$ cat src/rtl/rr_decode_arbiter_if.sv
// rr_decode_arbiter_if: requester <-> arbiter bundle.
// Requesters drive en/req/done; the arbiter returns the grant.
interface rr_decode_arbiter_if;
  logic       en;
  logic [7:0] req;
  logic       done;
  logic       grant_valid;
  logic [2:0] grant_idx;
  logic [7:0] grant_oh;
  logic       timeout;

  modport master (
    output en, req, done,
    input  grant_valid, grant_idx,
    input  grant_oh, timeout
  );

  modport slave (
    input  en, req, done,
    output grant_valid, grant_idx,
    output grant_oh, timeout
  );
endinterface

$ cat src/rtl/rr_decode_arbiter.sv
// rr_decode_arbiter: 8-way round-robin owner of a 3-to-8 select,
// with break-before-make gaps and an optional tenure limit.
module rr_decode_arbiter #(
  parameter int unsigned MAX_HOLD = 16
) (
  input  logic               clk,
  input  logic               rst_n,
  rr_decode_arbiter_if.slave arb
);
  localparam int unsigned HOLD_M1 =
    (MAX_HOLD == 0) ? 0 : MAX_HOLD - 1;
  localparam logic [7:0] HOLD_LAST = HOLD_M1[7:0];
  localparam logic HOLD_ON = (MAX_HOLD != 0);

  typedef enum logic {IDLE, GRANT} state_t;

  state_t     state_q, state_d;
  logic [2:0] ptr_q, ptr_d;
  logic [2:0] idx_q, idx_d;
  logic [7:0] oh_q, oh_d;
  logic [7:0] ten_q, ten_d;
  logic       to_q, to_d;

  logic [2:0] win;
  logic [2:0] cand;
  logic       found;
  logic       hold_hit;
  logic       drop;
  logic       rel;

  function automatic logic [3:0] dec2to4(
    input logic [1:0] s
  );
    dec2to4 = 4'b0001 << s;
  endfunction

  // Two 2-to-4 halves, the upper select bit picks which one fires.
  function automatic logic [7:0] dec3to8(
    input logic [2:0] s
  );
    logic [3:0] lo;
    lo = dec2to4(s[1:0]);
    dec3to8 = '0;
    unique case (1'b1)
      s[2]:  dec3to8 = {lo, 4'b0000};
      !s[2]: dec3to8 = {4'b0000, lo};
      default: ;
    endcase
  endfunction

  always_comb begin
    win   = ptr_q;
    cand  = ptr_q;
    found = 1'b0;
    for (int i = 0; i < 8; i++) begin
      cand = ptr_q + 3'(i);
      if (!found && arb.req[cand]) begin
        win   = cand;
        found = 1'b1;
      end
    end
  end

  assign hold_hit = HOLD_ON && (ten_q == HOLD_LAST);
  assign drop     = !arb.req[idx_q];
  assign rel      = arb.done || drop || hold_hit;

  always_comb begin
    state_d = state_q;
    ptr_d   = ptr_q;
    idx_d   = idx_q;
    oh_d    = oh_q;
    ten_d   = ten_q;
    to_d    = 1'b0;
    unique case (state_q)
      IDLE: begin
        if (arb.en && found) begin
          state_d = GRANT;
          idx_d   = win;
          oh_d    = dec3to8(win);
          ten_d   = '0;
          ptr_d   = win + 3'd1;
        end
      end
      GRANT: begin
        if (rel) begin
          state_d = IDLE;
          oh_d    = '0;
          // Limit only counts as timeout if nothing else released.
          to_d    = hold_hit && !arb.done && !drop;
        end else begin
          ten_d = ten_q + 8'd1;
        end
      end
      default: ;
    endcase
  end

  always_ff @(posedge clk or negedge rst_n) begin
    if (!rst_n) begin
      state_q <= IDLE;
      ptr_q   <= '0;
      idx_q   <= '0;
      oh_q    <= '0;
      ten_q   <= '0;
      to_q    <= 1'b0;
    end else begin
      state_q <= state_d;
      ptr_q   <= ptr_d;
      idx_q   <= idx_d;
      oh_q    <= oh_d;
      ten_q   <= ten_d;
      to_q    <= to_d;
    end
  end

  assign arb.grant_valid = (state_q == GRANT);
  assign arb.grant_idx   = idx_q;
  assign arb.grant_oh    = oh_q;
  assign arb.timeout     = to_q;

endmodule
$ cat src/flat_wrapper.sv
// flat-port wrapper written by rule: the top's interface ports become plain ports
module rr_decode_arbiter_flat 
#(
  parameter int unsigned MAX_HOLD = 16
)
  (clk, rst_n, arb_en, arb_req, arb_done, arb_grant_valid, arb_grant_idx, arb_grant_oh, arb_timeout);
  rr_decode_arbiter_if arb_i ();
  input  logic clk;
  input  logic rst_n;
  input wire logic [$bits(arb_i.en)-1:0] arb_en;
  input wire logic [$bits(arb_i.req)-1:0] arb_req;
  input wire logic [$bits(arb_i.done)-1:0] arb_done;
  output wire logic [$bits(arb_i.grant_valid)-1:0] arb_grant_valid;
  output wire logic [$bits(arb_i.grant_idx)-1:0] arb_grant_idx;
  output wire logic [$bits(arb_i.grant_oh)-1:0] arb_grant_oh;
  output wire logic [$bits(arb_i.timeout)-1:0] arb_timeout;
  assign arb_i.en = arb_en;
  assign arb_i.req = arb_req;
  assign arb_i.done = arb_done;
  assign arb_grant_valid = arb_i.grant_valid;
  assign arb_grant_idx = arb_i.grant_idx;
  assign arb_grant_oh = arb_i.grant_oh;
  assign arb_timeout = arb_i.timeout;
  rr_decode_arbiter #(.MAX_HOLD(MAX_HOLD)) u_core (.clk(clk), .rst_n(rst_n), .arb(arb_i));
endmodule
$ cat config.mk
export PLATFORM = sky130hd
export DESIGN_NAME = rr_decode_arbiter_flat
export DESIGN_NICKNAME = d
export VERILOG_FILES = /design/src/rtl/rr_decode_arbiter_if.sv /design/src/rtl/rr_decode_arbiter.sv /design/src/flat_wrapper.sv
export SDC_FILE = /design/constraint.sdc
export NUM_CORES = 1
export LEC_CHECK = 0
export ABC_AREA = 1
export CAP_MARGIN = 30
export CORE_MARGIN = 4
export CORE_UTILIZATION = 56
export CTS_CLUSTER_DIAMETER = 50
export DETAILED_ROUTE_END_ITERATION = 7
export GPL_TIMING_DRIVEN = 0
export PLACE_DENSITY = 0.87
export SYNTH_ARGS = -nofsm -noshare
export SYNTH_HDL_FRONTEND = slang
export SYNTH_SLANG_ARGS = --single-unit
$ cat constraint.sdc
create_clock -name clk -period 3.25 [get_ports clk]
set_input_delay 0.325 -clock clk [delete_from_list [all_inputs] [get_ports clk]]
set_output_delay 0.325 -clock clk [all_outputs]
set_load 0.1 [all_outputs]
After elaboration in Yosys (flattened, before gate mapping):

Index checks and enable logic that the tools add are counted.

* flip-flop bits (word level): 24
* latch bits: 0
* RAM bits: 0
* memory bits (read-only): 0
* input port bits: 12
* output and inout bits: 13
* memories kept: 0

* add/sub/neg operators: 9
* multiply operators: 0
* div/mod/pow operators: 0
* order comparisons: 9
* eq/ne operators: 4
* shift-type cells: 1
* multiplexer cells: 45
* bitwise gates (word level): 1
* reduce and logical (&&, ||, !) cells: 25

Operators with widths (number)
* case mux 8 bit (2 select lines): 3
* less-than comparator 3 x 4 -> 1 bit (second input constant): 9
* two-way mux 8 bit: 4
* binary-select mux 1 bit (select 3 bit): 9
* two-way mux 1 bit: 21
* two-way mux 3 bit: 7
* adder 3 bit (second input constant): 4
* logical AND 1 bit: 10
* logical NOT 1 bit: 10
* adder 8 x 1 -> 8 bit (second input constant): 1
* equality test 8 x 4 -> 1 bit (second input constant): 1
* adder 3 x 1 -> 3 bit (second input constant): 2
* adder 3 x 2 -> 3 bit (second input constant): 2
* AND reduction 2 bit: 3
* != test 2 bit (second input constant): 2
* << shifter 1 x 2 -> 4 bit (first input constant): 1
* logical OR 1 bit: 2
* != test 2 x 1 -> 1 bit (second input constant): 1
* case mux 1 bit (2 select lines): 1
* NOT 1 bit: 1

Depth between registers and ports, before layout:

* word-level depth: 28
* gate-level depth with buffers: 22

Least setup slack after synthesis:

No wires, ideal clock.

* path kind: register -> register
* from: register u_core.ptr_q[0]
* to: register u_core.ptr_q[2]
* data arrival time: 2.477 ns
* required time: 3.126 ns
* path slack: 0.649 ns
* stages on the path, launching flop included: 23
* buffers on the path: 1
* period minus slack after synthesis: 2.601 ns
* cell sequence: dfrtp_1 > inv_2 > buf_6 > ha_1 > inv_2 > nand3_1 > nand2_2 > nand2_1 > nand2_1 > nand3_1 > clkinv_1 > nand2_1 > nand3_1 > nand2_1 > nand2_1 > nand2_1 > nand2_1 > nand2_1 > nand2_2 > nand2_4 > ha_1 > nand2_1 > o21ai_1

* word-level cells in the longest chain between the ends: 26
* elaborated cells on any way between the ends: 55
* those cells by class: add/sub (8); mux (31); reduce/logical (16)

Ends and longest elaborated chain
* start: declaration: line rr_decode_arbiter.sv:18 `logic [2:0] ptr_q, ptr_d;`
* start signal: assignment: line rr_decode_arbiter.sv:109 `ptr_q <= ptr_d;`
* branches (longest 26 deep; another with adder 3 x 1 -> 3 bit)

Parallel ways; which one is timed is not known. The select of a mux whose other input is x is not followed.
A chain may end at the register's enable or synchronous reset.

Worst setup path after layout:

* from: register u_core.ptr_q[1]
* to: register u_core.oh_q[7] (netlist: u_core.arb.grant_oh[7])

* word-level cells in the longest chain between the ends: 28
* elaborated cells on any way between the ends: 60
* those cells by class: add/sub (7); eq/ne (1); shift (1); mux (34); reduce/logical (17)

Ends and longest elaborated chain
* branches (longest 28 deep; another with adder 3 x 1 -> 3 bit)
* end signal: assignment: line rr_decode_arbiter.sv:111 `oh_q <= oh_d;`
* end: declaration: line rr_decode_arbiter.sv:20 `logic [7:0] oh_q, oh_d;`

Parallel ways; which one is timed is not known. The select of a mux whose other input is x is not followed.

==> results_dict.tcl <==
set metrics [dict create \
    wire_per_inst_um 12.8 \
    grt_max_degree 22 \
    required_ns 3.45 \
    antenna_cells 0 \
    grtUsageMet1_pct 31.6 \
    cp_max_fo 9 \
    setup_viol 0 \
    final_cell_mix "nand2_1 (97), nand3_1 (40), clkdlybuf4s50_1 (24), dfrtp_1 (24), inv_1 (19)" \
    synthFlopType "dfrtp_1" \
    syn_inst 288 \
    via_per_inst 5.40 \
    clk_pin_slew_ns 0.13 \
    synth_area_leaders "dfrtp_1 (30%), nand2_1 (18%), nand3_1 (9.9%)" \
    synth_cell_types 35 \
    globalplace.congestion 0.850 \
    vias 1964 \
    rows 21 \
    hold_buffers 0 \
    ioPinCount 25 \
    dpl_worst_slack_ns 0.282 \
    clock_sinks 24 \
    fin_skew_ns 0.00882 \
    clock_latency_ns 0.31 \
    synth.area.mux_share_pct 0 \
    die-width_um 68.1 \
    placed_cell_area_um2 2350 \
    initial_core_util_pct 59.3 \
    grt_use_met2_pct 39.1 \
    synth-edff-count 0 \
    finalHoldViolations 0 \
    busiest_layer "met2" \
    tns_ns 0 \
    final_common_cell "nand2_1" \
    yosysTopAreaCell "dfrtp_1" \
    grtUsageMet3_pct 2.46 \
    hold_path.class "in -> async" \
    dieHeight_um 68.1 \
    cts_buffers 3 \
    design_area_um2 2400 \
    synth_area_per_cell_um2 7.03 \
    critical_path_class "reg -> reg" \
    first_iter_violations 103 \
    synth_top_area_share_pct 29.7 \
    dieArea_um2 4640 \
    route.detailed.drc 0 \
    drive_gt1_share_pct 17.9 \
    yosys.area_share.simple_pct 46.1 \
    syn-cell-area_um2 2020 \
    setup_slack_ns 0.270 \
    area_growth_pct 18.5 \
    worst_slew_pin_slew_ns 0.981 \
    yosysWarningCount 0 \
    dp_hpwl_mm 3.81 \
    synth_compound_area_share_pct 8.96 \
    max_clock_freq_ghz 0.336 \
    synthArstFlopShare_pct 100 \
    track_usage_pct 23.0 \
    cts_tree "done" \
    port_buffers 24 \
    period_minus_slack_ns 2.98 \
    cp.arrival_ns 3.18 \
    cts_buffer_depth 2 \
    grt_overflow_total 0 \
    core-area_um2 3420 \
    ant_nets 0 \
    synth_xor_area_share_pct 3.77 \
    final_nets 337 \
    synth_nets 306 \
    seq_area_frac_synth_pct 29.7 \
    synth_top_family_by_area "simple AND/OR/NAND/NOR gates" \
    worst_setup_path_end_kind "register" \
    grt_pass1_wl_mm 8.29 \
    status "completed" \
    slew_headroom_pct 34.4 \
    min_period_over_period_pct 91.7 \
    maxCapViolations 0 \
    cts_max_level 1 \
    grt_pass1_vias 1863 \
    ys_ff_latch 24 \
    antenna_found_initial 0 \
    start_kind "register" \
    nFillCells 290 \
    firstDrtPassIters 4 \
    slew_viol_final 0 \
    wirelength_mm 4.65 \
    synthAdderAreaFrac_pct 3.71 \
    rsz0062_at_grt "no" \
    cts_root_buf "clkbuf_4" \
    hold_ws_ns 0.234 \
]
[logic make-up after synthesis]
group | Yosys count
AOI/OAI and AO/OA | 28
DFF | 24
and+or+nand+nor | 189
adders and majority gates | 6
xor gates and xnor gates | 7
buffers and inverters | 34
[metrics by stage]
stage | util [%] | instances
after floorplan | - | 288
after global placement | 68.0 | 358
after detailed placement | 68.8 | 359
after CTS | 69.9 | 363
after global routing | 70.2 | 364
final | 70.2 | 364
[area by class of cell]
| class | instances | area, um^2 | area share, % |
|---|---|---|---|
| repair buffers | 26 | 275 | 11.5 |
| clock buffers | 4 | 36.3 | 1.51 |
| multi-input cells | 230 | 1270 | 53.0 |
| well taps | 46 | 57.6 | 2.40 |
| inverters | 29 | 109 | 4.54 |
| flip-flops and latches | 24 | 601 | 25.0 |
| plain buffers | 5 | 48.8 | 2.03 |
[worst max-delay path, stage by stage, from the launching register on]
cell,delay [ns]
dfrtp_1,0.40
buf_4,0.19
inv_2,0.12
ha_2,0.34
inv_2,0.14
nand3_1,0.14
nand2_2,0.11
nand2_1,0.06
nand2_1,0.12
nand3_1,0.14
clkinv_1,0.09
nand2_1,0.05
nand3_1,0.08
nand2_1,0.05
nand2_1,0.05
nand2_1,0.04
nand2_1,0.05
nand2_1,0.06
nand2_2,0.13
nand2_4,0.09
ha_1,0.21
a22o_1,0.21
[Yosys cell counts (all sizes together) (3+ instances only)]
cell   instances
nor2          19
buf            5
xnor2          3
nand2        113
xor2           4
dfrtp         24
nor3           4
nand3         49
ha             6
inv           27
o21ai         16
nand4          4
[sequential cells by signal (all words and copies together) (netlist names)]
signal,cells
u_core.arb.grant_oh,8
u_core.ptr_q,3
u_core.ten_q,8
u_core.arb.grant_idx,3
u_core.arb.grant_valid,1
u_core.arb.timeout,1
[worst paths after layout]
| path | from | depth (start not counted) | slack [ns] | endpoint |
|---|---|---|---|---|
| hold / removal | rst_n | 1 | 0.23 | u_core.ten_q[2] |
| setup reg to reg | u_core.ptr_q[1] | 21 | 0.27 | u_core.arb.grant_oh[7] |
| min in group clk | u_core.arb.grant_oh[0] | 2 | 0.50 | u_core.arb.grant_oh[0] |
| max in group asynchronous | rst_n | 2 | 2.62 | u_core.arb.grant_idx[2] |
| setup / recovery | u_core.ptr_q[1] | 21 | 0.27 | u_core.arb.grant_oh[7] |
| hold reg to reg | u_core.arb.grant_oh[0] | 2 | 0.50 | u_core.arb.grant_oh[0] |
[repair_timing]
action / in CTS / in global routing
gates resized for setup: 0 / 2
setup buffers: 0 / 1
endpoints found under the setup margin: 0 / 4
[layer usage]
metal	up-vias	share of wire, %	wire length (um)
li1	1007	-	-
met5	-	0	0
met2	41	49	2270
met3	4	3.6	166
met4	0	0.54	25
met1	912	47	2180
Power is left out: the tool's default activity adds up to more than one toggle a clock period on the data nets, which glitch-free logic cannot reach.
